<file path="config.mk">
export PLATFORM = sky130hd
export DESIGN_NAME = ramp_voice_sched_flat
export DESIGN_NICKNAME = d
export VERILOG_FILES = /design/src/rtl/ramp_voice_sched_if.sv /design/src/rtl/ramp_voice_sched.sv /design/src/flat_wrapper.sv
export SDC_FILE = /design/constraint.sdc
export NUM_CORES = 1
export LEC_CHECK = 0
export CAP_MARGIN = 20
export CORE_MARGIN = 10
export CORE_UTILIZATION = 60
export CTS_CLUSTER_DIAMETER = 150
export CTS_CLUSTER_SIZE = 40
export DETAILED_ROUTE_END_ITERATION = 16
export DONT_BUFFER_PORTS = 1
export PLACE_DENSITY = 0.79
export SYNTH_ARGS = -nofsm -noshare
export SYNTH_HDL_FRONTEND = slang
export SYNTH_SLANG_ARGS = --single-unit
</file>
<file path="constraint.sdc">
create_clock -name clk -period 5.4 [get_ports clk]
set_clock_uncertainty 0.05 [all_clocks]
set_input_delay 1.35 -clock clk [delete_from_list [all_inputs] [get_ports clk]]
set_output_delay 1.35 -clock clk [all_outputs]
set_load 0.05 [all_outputs]
</file>
<file path="src/rtl/ramp_voice_sched_if.sv">
// Bus between the voice scheduler, its sample/config source, the shared ramp lookup
// and the audio output stage.
interface ramp_voice_sched_if;
  logic               sample_tick;
  logic               cfg_we;
  logic [1:0]         cfg_addr;
  logic [15:0]        cfg_data;
  logic               phase_clr;
  logic [5:0]         ramp_idx;
  logic signed [15:0] music_i;
  logic signed [15:0] mix_o;
  logic               mix_valid;
  logic               busy;
  logic               tick_miss;

  modport master (
    output sample_tick, cfg_we, cfg_addr, cfg_data, phase_clr, music_i,
    input  ramp_idx, mix_o, mix_valid, busy, tick_miss
  );

  modport slave (
    input  sample_tick, cfg_we, cfg_addr, cfg_data, phase_clr, music_i,
    output ramp_idx, mix_o, mix_valid, busy, tick_miss
  );
endinterface

</file>
<file path="src/rtl/ramp_voice_sched.sv">
// Four-voice phase-accumulator scheduler time-sharing one ramp lookup per sample tick;
// the four looked-up samples are summed and saturated into a 16-bit signed mix word.
module ramp_voice_sched #(
  parameter int VOICES = 4,
  parameter int ACC_W  = 16
) (
  input logic              clk,
  input logic              rst,
  ramp_voice_sched_if.slave bus
);
  localparam int                      SUM_W    = 18;
  localparam logic [5:0]              IDX_PARK = 6'd32;
  localparam logic signed [SUM_W-1:0] MIX_MAX  = 18'sd32767;
  localparam logic signed [SUM_W-1:0] MIX_MIN  = -18'sd32768;

  typedef enum logic [1:0] {IDLE, RUN, OUT} state_e;

  state_e                   state_q, state_d;
  logic [1:0]               v_q, v_d;
  logic [1:0]               v_nxt;
  logic signed [SUM_W-1:0]  sum_q, sum_d;
  logic [ACC_W-1:0]         acc_q [VOICES];
  logic [ACC_W-1:0]         acc_d [VOICES];
  logic [ACC_W-1:0]         inc_q [VOICES];
  logic [ACC_W-1:0]         inc_d [VOICES];
  logic [5:0]               ramp_idx_q, ramp_idx_d;
  logic signed [15:0]       mix_q, mix_d;
  logic                     mix_valid_q, mix_valid_d;
  logic                     tick_miss_q, tick_miss_d;

  function automatic logic signed [15:0] sat_mix(input logic signed [SUM_W-1:0] s);
    if (s > MIX_MAX)      return 16'sh7FFF;
    else if (s < MIX_MIN) return 16'sh8000;
    else                  return s[15:0];
  endfunction

  // Disabled voices park the lookup at its zero entry instead of reading their phase.
  function automatic logic [5:0] voice_idx(input logic [ACC_W-1:0] acc,
                                           input logic [ACC_W-1:0] inc);
    return (inc != '0) ? acc[ACC_W-1 -: 6] : IDX_PARK;
  endfunction

  assign v_nxt = v_q + 2'd1;

  always_comb begin
    state_d     = state_q;
    v_d         = v_q;
    sum_d       = sum_q;
    ramp_idx_d  = ramp_idx_q;
    mix_d       = mix_q;
    mix_valid_d = 1'b0;
    tick_miss_d = 1'b0;
    for (int i = 0; i < VOICES; i++) begin
      acc_d[i] = acc_q[i];
      inc_d[i] = inc_q[i];
    end

    case (state_q)
      IDLE: begin
        if (bus.sample_tick) begin
          ramp_idx_d = voice_idx(acc_q[0], inc_q[0]);
          v_d        = 2'd0;
          sum_d      = '0;
          state_d    = RUN;
        end
      end
      RUN: begin
        if (inc_q[v_q] != '0) begin
          sum_d        = sum_q + $signed({{2{bus.music_i[15]}}, bus.music_i});
          acc_d[v_q]   = acc_q[v_q] + inc_q[v_q];
        end
        if (v_q != 2'd3) begin
          v_d        = v_nxt;
          ramp_idx_d = voice_idx(acc_q[v_nxt], inc_q[v_nxt]);
        end else begin
          ramp_idx_d = IDX_PARK;
          state_d    = OUT;
        end
      end
      OUT: begin
        mix_d       = sat_mix(sum_q);
        mix_valid_d = 1'b1;
        state_d     = IDLE;
      end
      default: state_d = IDLE;
    endcase

    if (bus.sample_tick && (state_q != IDLE)) tick_miss_d = 1'b1;

    // Clear wins over any advance scheduled in the same cycle; the running sequence continues.
    if (bus.phase_clr) begin
      for (int i = 0; i < VOICES; i++) acc_d[i] = '0;
    end
    if (bus.cfg_we) inc_d[bus.cfg_addr] = bus.cfg_data;
  end

  always_ff @(posedge clk) begin
    if (rst) begin
      state_q     <= IDLE;
      v_q         <= 2'd0;
      sum_q       <= '0;
      ramp_idx_q  <= IDX_PARK;
      mix_q       <= '0;
      mix_valid_q <= 1'b0;
      tick_miss_q <= 1'b0;
      for (int i = 0; i < VOICES; i++) begin
        acc_q[i] <= '0;
        inc_q[i] <= '0;
      end
    end else begin
      state_q     <= state_d;
      v_q         <= v_d;
      sum_q       <= sum_d;
      ramp_idx_q  <= ramp_idx_d;
      mix_q       <= mix_d;
      mix_valid_q <= mix_valid_d;
      tick_miss_q <= tick_miss_d;
      for (int i = 0; i < VOICES; i++) begin
        acc_q[i] <= acc_d[i];
        inc_q[i] <= inc_d[i];
      end
    end
  end

  assign bus.ramp_idx  = ramp_idx_q;
  assign bus.mix_o     = mix_q;
  assign bus.mix_valid = mix_valid_q;
  assign bus.tick_miss = tick_miss_q;
  assign bus.busy      = (state_q != IDLE);
endmodule

</file>
<file path="src/flat_wrapper.sv">
// flat-port wrapper written by rule: the top's interface ports become plain ports
module ramp_voice_sched_flat 
#(
  parameter int VOICES = 4,
  parameter int ACC_W  = 16
)
  (clk, rst, bus_sample_tick, bus_cfg_we, bus_cfg_addr, bus_cfg_data, bus_phase_clr, bus_music_i, bus_ramp_idx, bus_mix_o, bus_mix_valid, bus_busy, bus_tick_miss);
  ramp_voice_sched_if bus_i ();
  input logic clk;
  input logic rst;
  input wire logic [$bits(bus_i.sample_tick)-1:0] bus_sample_tick;
  input wire logic [$bits(bus_i.cfg_we)-1:0] bus_cfg_we;
  input wire logic [$bits(bus_i.cfg_addr)-1:0] bus_cfg_addr;
  input wire logic [$bits(bus_i.cfg_data)-1:0] bus_cfg_data;
  input wire logic [$bits(bus_i.phase_clr)-1:0] bus_phase_clr;
  input wire logic [$bits(bus_i.music_i)-1:0] bus_music_i;
  output wire logic [$bits(bus_i.ramp_idx)-1:0] bus_ramp_idx;
  output wire logic [$bits(bus_i.mix_o)-1:0] bus_mix_o;
  output wire logic [$bits(bus_i.mix_valid)-1:0] bus_mix_valid;
  output wire logic [$bits(bus_i.busy)-1:0] bus_busy;
  output wire logic [$bits(bus_i.tick_miss)-1:0] bus_tick_miss;
  assign bus_i.sample_tick = bus_sample_tick;
  assign bus_i.cfg_we = bus_cfg_we;
  assign bus_i.cfg_addr = bus_cfg_addr;
  assign bus_i.cfg_data = bus_cfg_data;
  assign bus_i.phase_clr = bus_phase_clr;
  assign bus_i.music_i = bus_music_i;
  assign bus_ramp_idx = bus_i.ramp_idx;
  assign bus_mix_o = bus_i.mix_o;
  assign bus_mix_valid = bus_i.mix_valid;
  assign bus_busy = bus_i.busy;
  assign bus_tick_miss = bus_i.tick_miss;
  ramp_voice_sched #(.VOICES(VOICES), .ACC_W(ACC_W)) u_core (.clk(clk), .rst(rst), .bus(bus_i));
endmodule
</file>
==> results of run 1 <==
[cell usage in the layout (no fill, tap or decap), types with 10 or more instances in the layout]
master	count
sky130_fd_sc_hd__nor2_1	77
sky130_fd_sc_hd__o21ai_0	46
sky130_fd_sc_hd__nor3_1	13
sky130_fd_sc_hd__a21o_1	10
sky130_fd_sc_hd__mux4_2	38
sky130_fd_sc_hd__a211oi_1	25
sky130_fd_sc_hd__inv_1	16
sky130_fd_sc_hd__nor4_1	20
sky130_fd_sc_hd__nand3_1	30
sky130_fd_sc_hd__nand2b_1	13
sky130_fd_sc_hd__dfxtp_1	175
sky130_fd_sc_hd__nand2_1	241
sky130_fd_sc_hd__clkbuf_16	17
sky130_fd_sc_hd__a21oi_1	161
sky130_fd_sc_hd__ha_1	36
[registers in the layout (all words and copies together), names as in the netlist, named ones only]
register,cells
u_core.bus.tick_miss,1
u_core.inc_q,64
u_core.state_q,2
u_core.sum_q,18
u_core.bus.mix_valid,1
u_core.bus.mix_o,16
u_core.bus.ramp_idx,6
u_core.acc_q,64
u_core.v_q,2
[critical path, delay by kind of cell, from the launching register on]
kind	cells	cell delay, ns
DFF	1	0.76
adders and majority gates	1	0.31
AOI/OAI and AO/OA	5	1.46
and+or+nand+nor	1	0.05
buffers and inverters	2	0.59
muxes	1	0.36
[routing by layer]
layer	share of wire, %	global-route usage [%]	wire length [um]
met1	41	30.1	10000
met2	48	38.4	11700
met3	8.0	6.67	1960
met4	2.7	9.03	665
met5	0	0	0
[logic make-up after synthesis]
family | after synthesis | synth area share (%)
buffers and inverters | 87 | 4.00
adder cells (fa/ha/maj) | 38 | 5.35
AND/OR/NAND/NOR | 445 | 21.5
XOR/XNOR | 10 | 0.955
AO/OA/AOI/OAI | 308 | 19.9
multiplexers | 43 | 9.90
flip-flops | 176 | 38.4
[report_power, final]
part | internal [mW] | switching, mW
Combinational | 0.135 | 0.223
Sequential | 1.33 | 0.0521
Clock | 0.789 | 0.530
[path summary, 6_finish.rpt]
check,end,start
max,u_core.acc_q[1][13]$_SDFFE_PP0P_,register
min,u_core.acc_q[2][3]$_SDFFE_PP0P_,u_core.acc_q[2][3]$_SDFFE_PP0P_
max reg2reg,u_core.acc_q[1][13]$_SDFFE_PP0P_,register
min reg2reg,u_core.acc_q[2][3]$_SDFFE_PP0P_,u_core.acc_q[2][3]$_SDFFE_PP0P_
[cells in the mapped netlist, drive strengths merged (7+ instances only)]
| cell type | number | area share [%] |
|---|---|---|
| nand2b | 13 | 0.89 |
| a21o | 10 | 0.82 |
| o21a | 7 | 0.57 |
| dfxtp | 176 | 38 |
| o31ai | 7 | 0.57 |
| a21oi | 161 | 8.8 |
| buf | 21 | 1.3 |
| nor3b | 9 | 0.74 |
| inv | 17 | 0.70 |
| o21ai | 46 | 2.5 |
| nor4 | 20 | 1.4 |
| nand3 | 30 | 1.6 |
| nand3b | 8 | 0.65 |
| clkbuf | 49 | 2.0 |
| nor2b | 7 | 0.48 |
| a211oi | 25 | 2.0 |
| mux4 | 38 | 9.3 |
| nand2 | 241 | 9.9 |
| xnor2 | 8 | 0.76 |
| nor2 | 78 | 3.2 |
| ha | 36 | 4.9 |
| nor3 | 13 | 0.71 |
[stage by stage]
| stage | std cells | cell area [sq um] | power (mW) |
|---|---|---|---|
| 2_1_floorplan | 1107 | 9170 | 1.69 |
| 3_3_place_gp | 1232 | 9170 | 1.75 |
| 3_5_place_dp | 1232 | 9170 | 1.76 |
| 4_1_cts | 1263 | 9790 | 3.06 |
| 5_1_grt | 1265 | 9820 | 3.17 |
| 6_report | 1265 | 9820 | 3.06 |
[cell type report]
type                       count  area share (%)
multi-input combinational    844            54.0
sequential                   176            35.9
clock buffer                  20            4.55
tap                          188            2.40
clock inverter                11            1.78
timing repair buffer           9           0.765
inverter                      17           0.650
==> results by stage, run 1 <==
Timing:
- After layout, the worst path uses 69.5% of the clock period.
- The least setup slack across all paths after layout is 1.64 ns.
- Setup violations remaining at the end of the flow were counted as 0.
- The total count of hold-check failures in the final report came to 0.
- In the final timing run, aggregate negative setup slack is 0 ns.
- The transition time at the pin with the least slew margin is 1.06 ns.
- The timing-limited maximum frequency is 0.266 GHz.
- The tightest hold path in the finished design has a slack of 0.412 ns.
- Setup repair after global routing left no endpoint under its margin.
- The post-layout minimum cycle time is about 3.8 ns.
- The count of pins over their slew limit is 0.
- The worst pin sits at a relative slew slack of approximately 30%.

Route:
- After detailed routing, the average wire length per cell comes to approximately 19 um.
- The count of antenna-violating nets left after detailed routing is 0.
- After detailed routing, the total wire length is 24.3 mm.
- The number of vias per cell after detailed routing is 6.49.
- The first TritonRoute pass finished after 5 iterations.
- After detailed routing, the number of remaining DRC violations is 0.
- The DRC violation total after the first TritonRoute iteration is about 800.
- The routed layout has 8207 vias.

Critical path:
- The worst setup path is captured at a register.
- Of all nets on the critical path, the largest fanout is 17.
- Across all register-to-register paths, the minimum setup slack is 1.64 ns.
- The startpoint type of the worst setup path is a register.
- The critical path data required time is 5.63 ns.
- The worst-path cell with the longest stage delay is sky130_fd_sc_hd__dfxtp_1.
- The critical path goes through buf_4, mux4_2, ha_1, a211oi_1, o21ai_0, a2111oi_0, buf_4, nor4_1, a211oi_1, a21oi_1.
- The largest single stage delay on the critical path is about 0.76 ns.
- The data arrival time of the critical path is approximately 4 ns.
- The length in cells of the worst reg-to-reg path is 10.
- The startpoint-to-endpoint class of the critical path is reg -> reg.

Run:
- The max-capacitance violation count is 0.

Floorplanning:
- The number of I/O pins is 64.
- The area of the die is 0.0206 sq mm.
- In this run the standard cell core region covers between 0.015 and 0.02 sq mm.
- In this run the core area contains 45 standard-cell rows.
- The die height is 144 um.
- The initial utilization of the core area, before any placement, comes to 60.8%.
- The width of the die is between 100 and 150 um.

Layout:
- The fraction of final layout cells with drive strength greater than 1 is roughly 8.2%.
- The layout-stage area growth over the synthesis result is 7.03%.
- The area used by sequential logic in the layout is approximately 0.0035 sq mm.
- The post-route core utilization is 65.1%.
- Summing all multi-input logic gate instances after layout gives between 0.005 and 0.006 sq mm.
- The number of antenna diodes in the final layout is 0.
- The net count of the finished layout is 1142.
- The number of fillers in the final layout is between 1000 and 1500.

Yosys:
- The summed instance area of the synthesized netlist is around 0.0092 sq mm.
- Summing the sequential cell areas from Yosys gives 38.4% of the chip area.
- The primary flip-flop cell chosen by synthesis mapping is sky130_fd_sc_hd__dfxtp_1.
- Counting flops with an async set or reset pin after synthesis yields a share of 0%.
- The number of flops mapped to enable cells by yosys is 0.
- The cell count after synthesis is 1107.
- The synthesized net count is 1184.
- Counting distinct cell types in the post-synthesis netlist gives 60.
- The number of warnings reported in the yosys synthesis log is 0.
- Each instance of the synthesized netlist takes up on average ~8.3 sq um.
- After synthesis the netlist holds a flip-flop and latch count of 176.

Hold path:
- The number of instances on the worst hold path is 2.
- The class of the most critical hold timing path is reg -> reg.

Placement:
- The setup slack at placement is 1.71 ns.
- Port buffering added 0 buffers.
- The placed wire-length estimate is 16.8 mm.
- Routability-driven placement finished with a final weighted congestion of 0.981.

Global routing:
- The total track usage is 23.9%.
- For this run the aggregate overflow at the end of global routing stands at 0.
- The number of antenna violations at the first check in global routing is 0.
- The wire length of the first global-routing pass is 39.6 mm.
- Entering global routing, the biggest net connects 116 pins.
- The number of global-route vias before repair is just under 8000.

Clocking:
- The clock latency reported for the late side of the worst-skew pair is 0.45 ns.
- The post-cts hold buffer count is 0.
- The total clock buffers created by CTS is 17.
- The number of buffers inserted by post-CTS setup repair is 0.
- The number of levels in the clock H-tree is 4.
- In this run the clock root is driven by a sky130_fd_sc_hd__clkbuf_16.
- The number of gates resized after CTS is 0.
- The clock input transition at the sequential cells of the worst setup and hold paths is 0.07 ns.
- The clock tree from TritonCTS is built.
- The number of clock sinks seen by CTS is 176.
- The deepest clock path buffer count is 2.

Pwr:
- The cell area power density is 312 mW/mm^2.
- VDD sags by at most 0.000254 V.
- The reported leakage power is around 3.4 nW.

Status:
- The flow ran to the end, and the final reports show no timing, DRC or antenna violations.
No activity file was read; power rests on OpenSTA's default activity.
==> run 2: changes to the inputs <==
--- a/config.mk
+++ b/config.mk
@@ -7,7 +7,7 @@
 export LEC_CHECK = 0
 export CAP_MARGIN = 20
 export CORE_MARGIN = 10
-export CORE_UTILIZATION = 60
+export CORE_UTILIZATION = 58
 export CTS_CLUSTER_DIAMETER = 150
 export CTS_CLUSTER_SIZE = 40
 export DETAILED_ROUTE_END_ITERATION = 16
==> constraint.sdc (replaced) <==
create_clock -name clk -period 3.2 [get_ports clk]
set_clock_uncertainty 0.05 [all_clocks]
set_input_delay 0.8 -clock clk [delete_from_list [all_inputs] [get_ports clk]]
set_output_delay 0.8 -clock clk [all_outputs]
set_load 0.05 [all_outputs]
==> results by stage, run 2 (synthesis gave the netlist of run 1 again) <==
Timing:
- The least setup slack across all paths after layout came to 0.139 ns (was 1.64 ns).
- The relative slew slack was 27.8% (was 29.2%).
- The transition time at the pin with the least slew margin is 1.08 ns (was 1.06 ns).
- The worst hold margin is 0.378 ns (was 0.412 ns).
- The number of endpoints failing setup at the final stage is 0 (unchanged).
- The count of pins over their slew limit came to 0 (unchanged).
- The post-route fraction of the period consumed by the critical path was 95.7% (was 69.5%).
- The total count of hold-check failures in the final report is 0 (unchanged).
- The timing-limited maximum frequency came to 0.327 GHz (was 0.266 GHz).
- The post-layout minimum cycle time is 3.06 ns (was 3.76 ns).

Route:
- The remaining design rule violation count is 0 (unchanged).
- The average detailed-routed wire length per instance is 18.8 um (was 19.2 um).
- The total via count after detailed routing is 8152 (was 8207).
- The DRC violation total after the first TritonRoute iteration is 735 (was 783).
- The sum of routed wire length over all layers was 24.6 mm (was 24.3 mm).
- The number of iterations in the first detailed-routing pass was 5 (unchanged).
- The number of vias per cell after detailed routing was 6.22 (was 6.49).
- The count of antenna-violating nets left after detailed routing is 0 (unchanged).

Critical path:
- The startpoint-to-endpoint class of the critical path is reg -> reg (unchanged).
- The startpoint type of the worst setup path is a register (unchanged).
- The flop-to-flop setup slack is 0.14 ns (was 1.64 ns).
- The worst stage delay on the critical path was 0.54 ns (was 0.76 ns).
- Cells along the critical path: buf_12, mux4_2, ha_1, buf_4, nor2b_2, o31ai_2, a21oi_1, o211ai_1, mux2i_2, a211oi_1 (was buf_4, mux4_2, ha_1, a211oi_1, o21ai_0, a2111oi_0, buf_4, nor4_1, a211oi_1, a21oi_1).
- The data arrival time of the critical path is 3.28 ns (was 3.99 ns).
- The sort of element at the end of the critical path is a register (unchanged).
- The critical path data required time is 3.42 ns (was 5.63 ns).
- The largest driver fanout on the critical path was 8 (was 17).
- The length in cells of the worst reg-to-reg path came to 10 (unchanged).
- The worst-path cell with the longest stage delay is sky130_fd_sc_hd__mux4_2 (was sky130_fd_sc_hd__dfxtp_1).

Layout:
- The summed area of non-filler cells in the final layout is 0.0102 sq mm (was 0.00982 sq mm).
- The number of nets in the layout came to 1164 (was 1142).
- The commonest non-fill, non-tap cell in the layout is sky130_fd_sc_hd__nand2_1 (unchanged).
- Top library cells by usage in the layout, fill and taps aside: sky130_fd_sc_hd__nand2_1, sky130_fd_sc_hd__dfxtp_1, sky130_fd_sc_hd__a21oi_1, sky130_fd_sc_hd__nor2_1, sky130_fd_sc_hd__o21ai_0 (unchanged).
- Top Registers: u_core.acc_q (64), u_core.inc_q (64), u_core.sum_q (18) (unchanged).
- The post-route non-filler standard cell count is 1311 (was 1265).
- The count of inserted antenna diode cells is 0 (unchanged).
- The layout-stage area growth over the synthesis result is 10.9% (was 7.03%).
- The fraction of final layout cells with drive strength greater than 1 came to 11.9% (was 8.17%).

Floorplanning:
- The width of the die came to 146 um (was 144 um).
- The starting density of the core is 59.7% (was 60.8%).
- The die height is 146 um (was 144 um).
- The number of placement rows is 45 (unchanged).
- The area of the die was 0.0212 sq mm (was 0.0206 sq mm).
- The floorplan core area is 0.0154 sq mm (was 0.0151 sq mm).
- The number of I/O pins came to 64 (unchanged).

Global routing:
- The total track usage is 22.9% (was 23.9%).
- The wire length of the first global-routing pass is 40.4 mm (was 39.6 mm).
- The largest net degree at the start of global routing was 116 (unchanged).
- The number of antenna violations at the first check in global routing is 0 (unchanged).
- The total global routing overflow is 0 (unchanged).
- The number of global-route vias before repair came to 7796 (was 7709).

Pwr:
- The reported leakage power is 3.54 nW (was 3.41 nW).
- The cell area power density came to 512 mW/mm^2 (was 312 mW/mm^2).
- The worst supply voltage drop on vdd is 0.000393 V (was 0.000254 V).

Clocking:
- The number of levels in the clock H-tree is 4 (unchanged).
- The deepest clock path buffer count is 2 (unchanged).
- The clock tree from TritonCTS is built (unchanged).
- The root buffer selected by CTS was sky130_fd_sc_hd__clkbuf_16 (unchanged).
- The number of clock sinks seen by CTS is 176 (unchanged).
- The total clock buffers created by CTS was 17 (unchanged).
- The clock latency reported for the late side of the worst-skew pair was 0.45 ns (about the same).
- The clock input transition at the sequential cells of the worst setup and hold paths is 0.07 ns (about the same).

Placement:
- The quantity of I/O buffers inserted on ports is 0 (unchanged).
- The number of cells after detailed placement came to 1277 (was 1232).
- The routability congestion estimate from global placement is 0.961 (was 0.981).
- The placed wire-length estimate is 17.3 mm (was 16.8 mm).
- The setup slack at placement was -0.000107 ns (was 1.71 ns).
- The post-placement cell area is 0.00942 sq mm (was 0.00917 sq mm).

Hold path:
- The class of the most critical hold timing path is in -> reg (was reg -> reg).
- The number of instances on the worst hold path is 1 (was 2).
- The startpoint of the tightest hold check path is rst (was u_core.acc_q[2][3]$_SDFFE_PP0P_).

Run:
- The max-capacitance violation count is 0 (unchanged).

Status:
- Run status: complete, no violations (unchanged).
## run 2: changes by cell type in the layout (fill, tap and decap cells not counted), moves of 3 or more
cell / before / now
sky130_fd_sc_hd__and2_1: 5 / 1
sky130_fd_sc_hd__and2_2: 0 / 4
sky130_fd_sc_hd__buf_12: 0 / 4
sky130_fd_sc_hd__buf_4: 7 / 27
sky130_fd_sc_hd__ha_1: 36 / 32
sky130_fd_sc_hd__ha_4: 0 / 3
sky130_fd_sc_hd__o21ai_0: 46 / 43
## run 2: final timing paths
check                                      to
max          u_core.acc_q[2][12]$_SDFFE_PP0P_
min          u_core.bus.mix_o[4]$_SDFFE_PP0P_
max reg2reg  u_core.acc_q[2][12]$_SDFFE_PP0P_
min reg2reg   u_core.acc_q[2][4]$_SDFFE_PP0P_
## run 2: worst max-delay path: cells and delay by family, from the launching register on
family / cells / cell delay, ns
muxes: 2 / 0.90
AOI/OAI and AO/OA: 4 / 0.75
adders and majority gates: 1 / 0.33
and+or+nand+nor: 1 / 0.16
DFF: 1 / 0.39
buffers and inverters: 2 / 0.30
## run 2: report_power, final
part	internal [mW]	total (mW)	switching [mW]
clock network	1.28	2.22	0.935
registers	2.25	2.33	0.0792
logic	0.259	0.653	0.395
## run 2: timing repair
| action | in CTS | in global routing |
|---|---|---|
| resized for setup | 1 | 22 |
| setup buffers | 0 | 2 |
| hold buffers | 0 | 0 |
| pin swaps | 0 | 3 |
| endpoints found under the setup margin | 1 | 66 |
## run 2: layer usage
metal | routed length [um] | vias up | global-route usage [%]
met4 | 584 | 0 | 9.10
met1 | 10500 | 3801 | 29.4
met2 | 11600 | 355 | 36.6
met3 | 1950 | 48 | 5.00
li1 | - | 3948 | -
met5 | 0 | - | 0
## run 2: final cells by class
| type | instances | area (sq um) |
|---|---|---|
| Tap cell | 211 | 264 |
| Sequential cell | 176 | 3530 |
| Multi-Input combinational cell | 844 | 5400 |
| Inverter | 17 | 63.8 |
| Clock inverter | 13 | 175 |
| Timing Repair Buffer | 31 | 283 |
| Clock buffer | 19 | 453 |
| Fill cell | 1224 | 5200 |
## run 2: through the flow
| stage | total power [mW] | util [%] | setup TNS [ns] |
|---|---|---|---|
| floorplan | 2.86 | - | 0 |
| CTS | 5.19 | 65.4 | 0 |
| finish | 5.20 | 66.2 | 0 |
| global placement | 2.99 | 61.3 | 0 |
| detailed placement | 3.01 | 61.3 | -0.000107 |
| global route | 5.37 | 66.2 | -0.00543 |
==> run 3: changes to the inputs <==
--- a/config.mk
+++ b/config.mk
@@ -5,6 +5,7 @@
 export SDC_FILE = /design/constraint.sdc
 export NUM_CORES = 1
 export LEC_CHECK = 0
+export ABC_CLOCK_PERIOD_IN_PS = 3200
 export CAP_MARGIN = 20
 export CORE_MARGIN = 10
 export CORE_UTILIZATION = 58
==> results of run 3 <==
Final layout, timing and power as in run 2 (identical DEF).
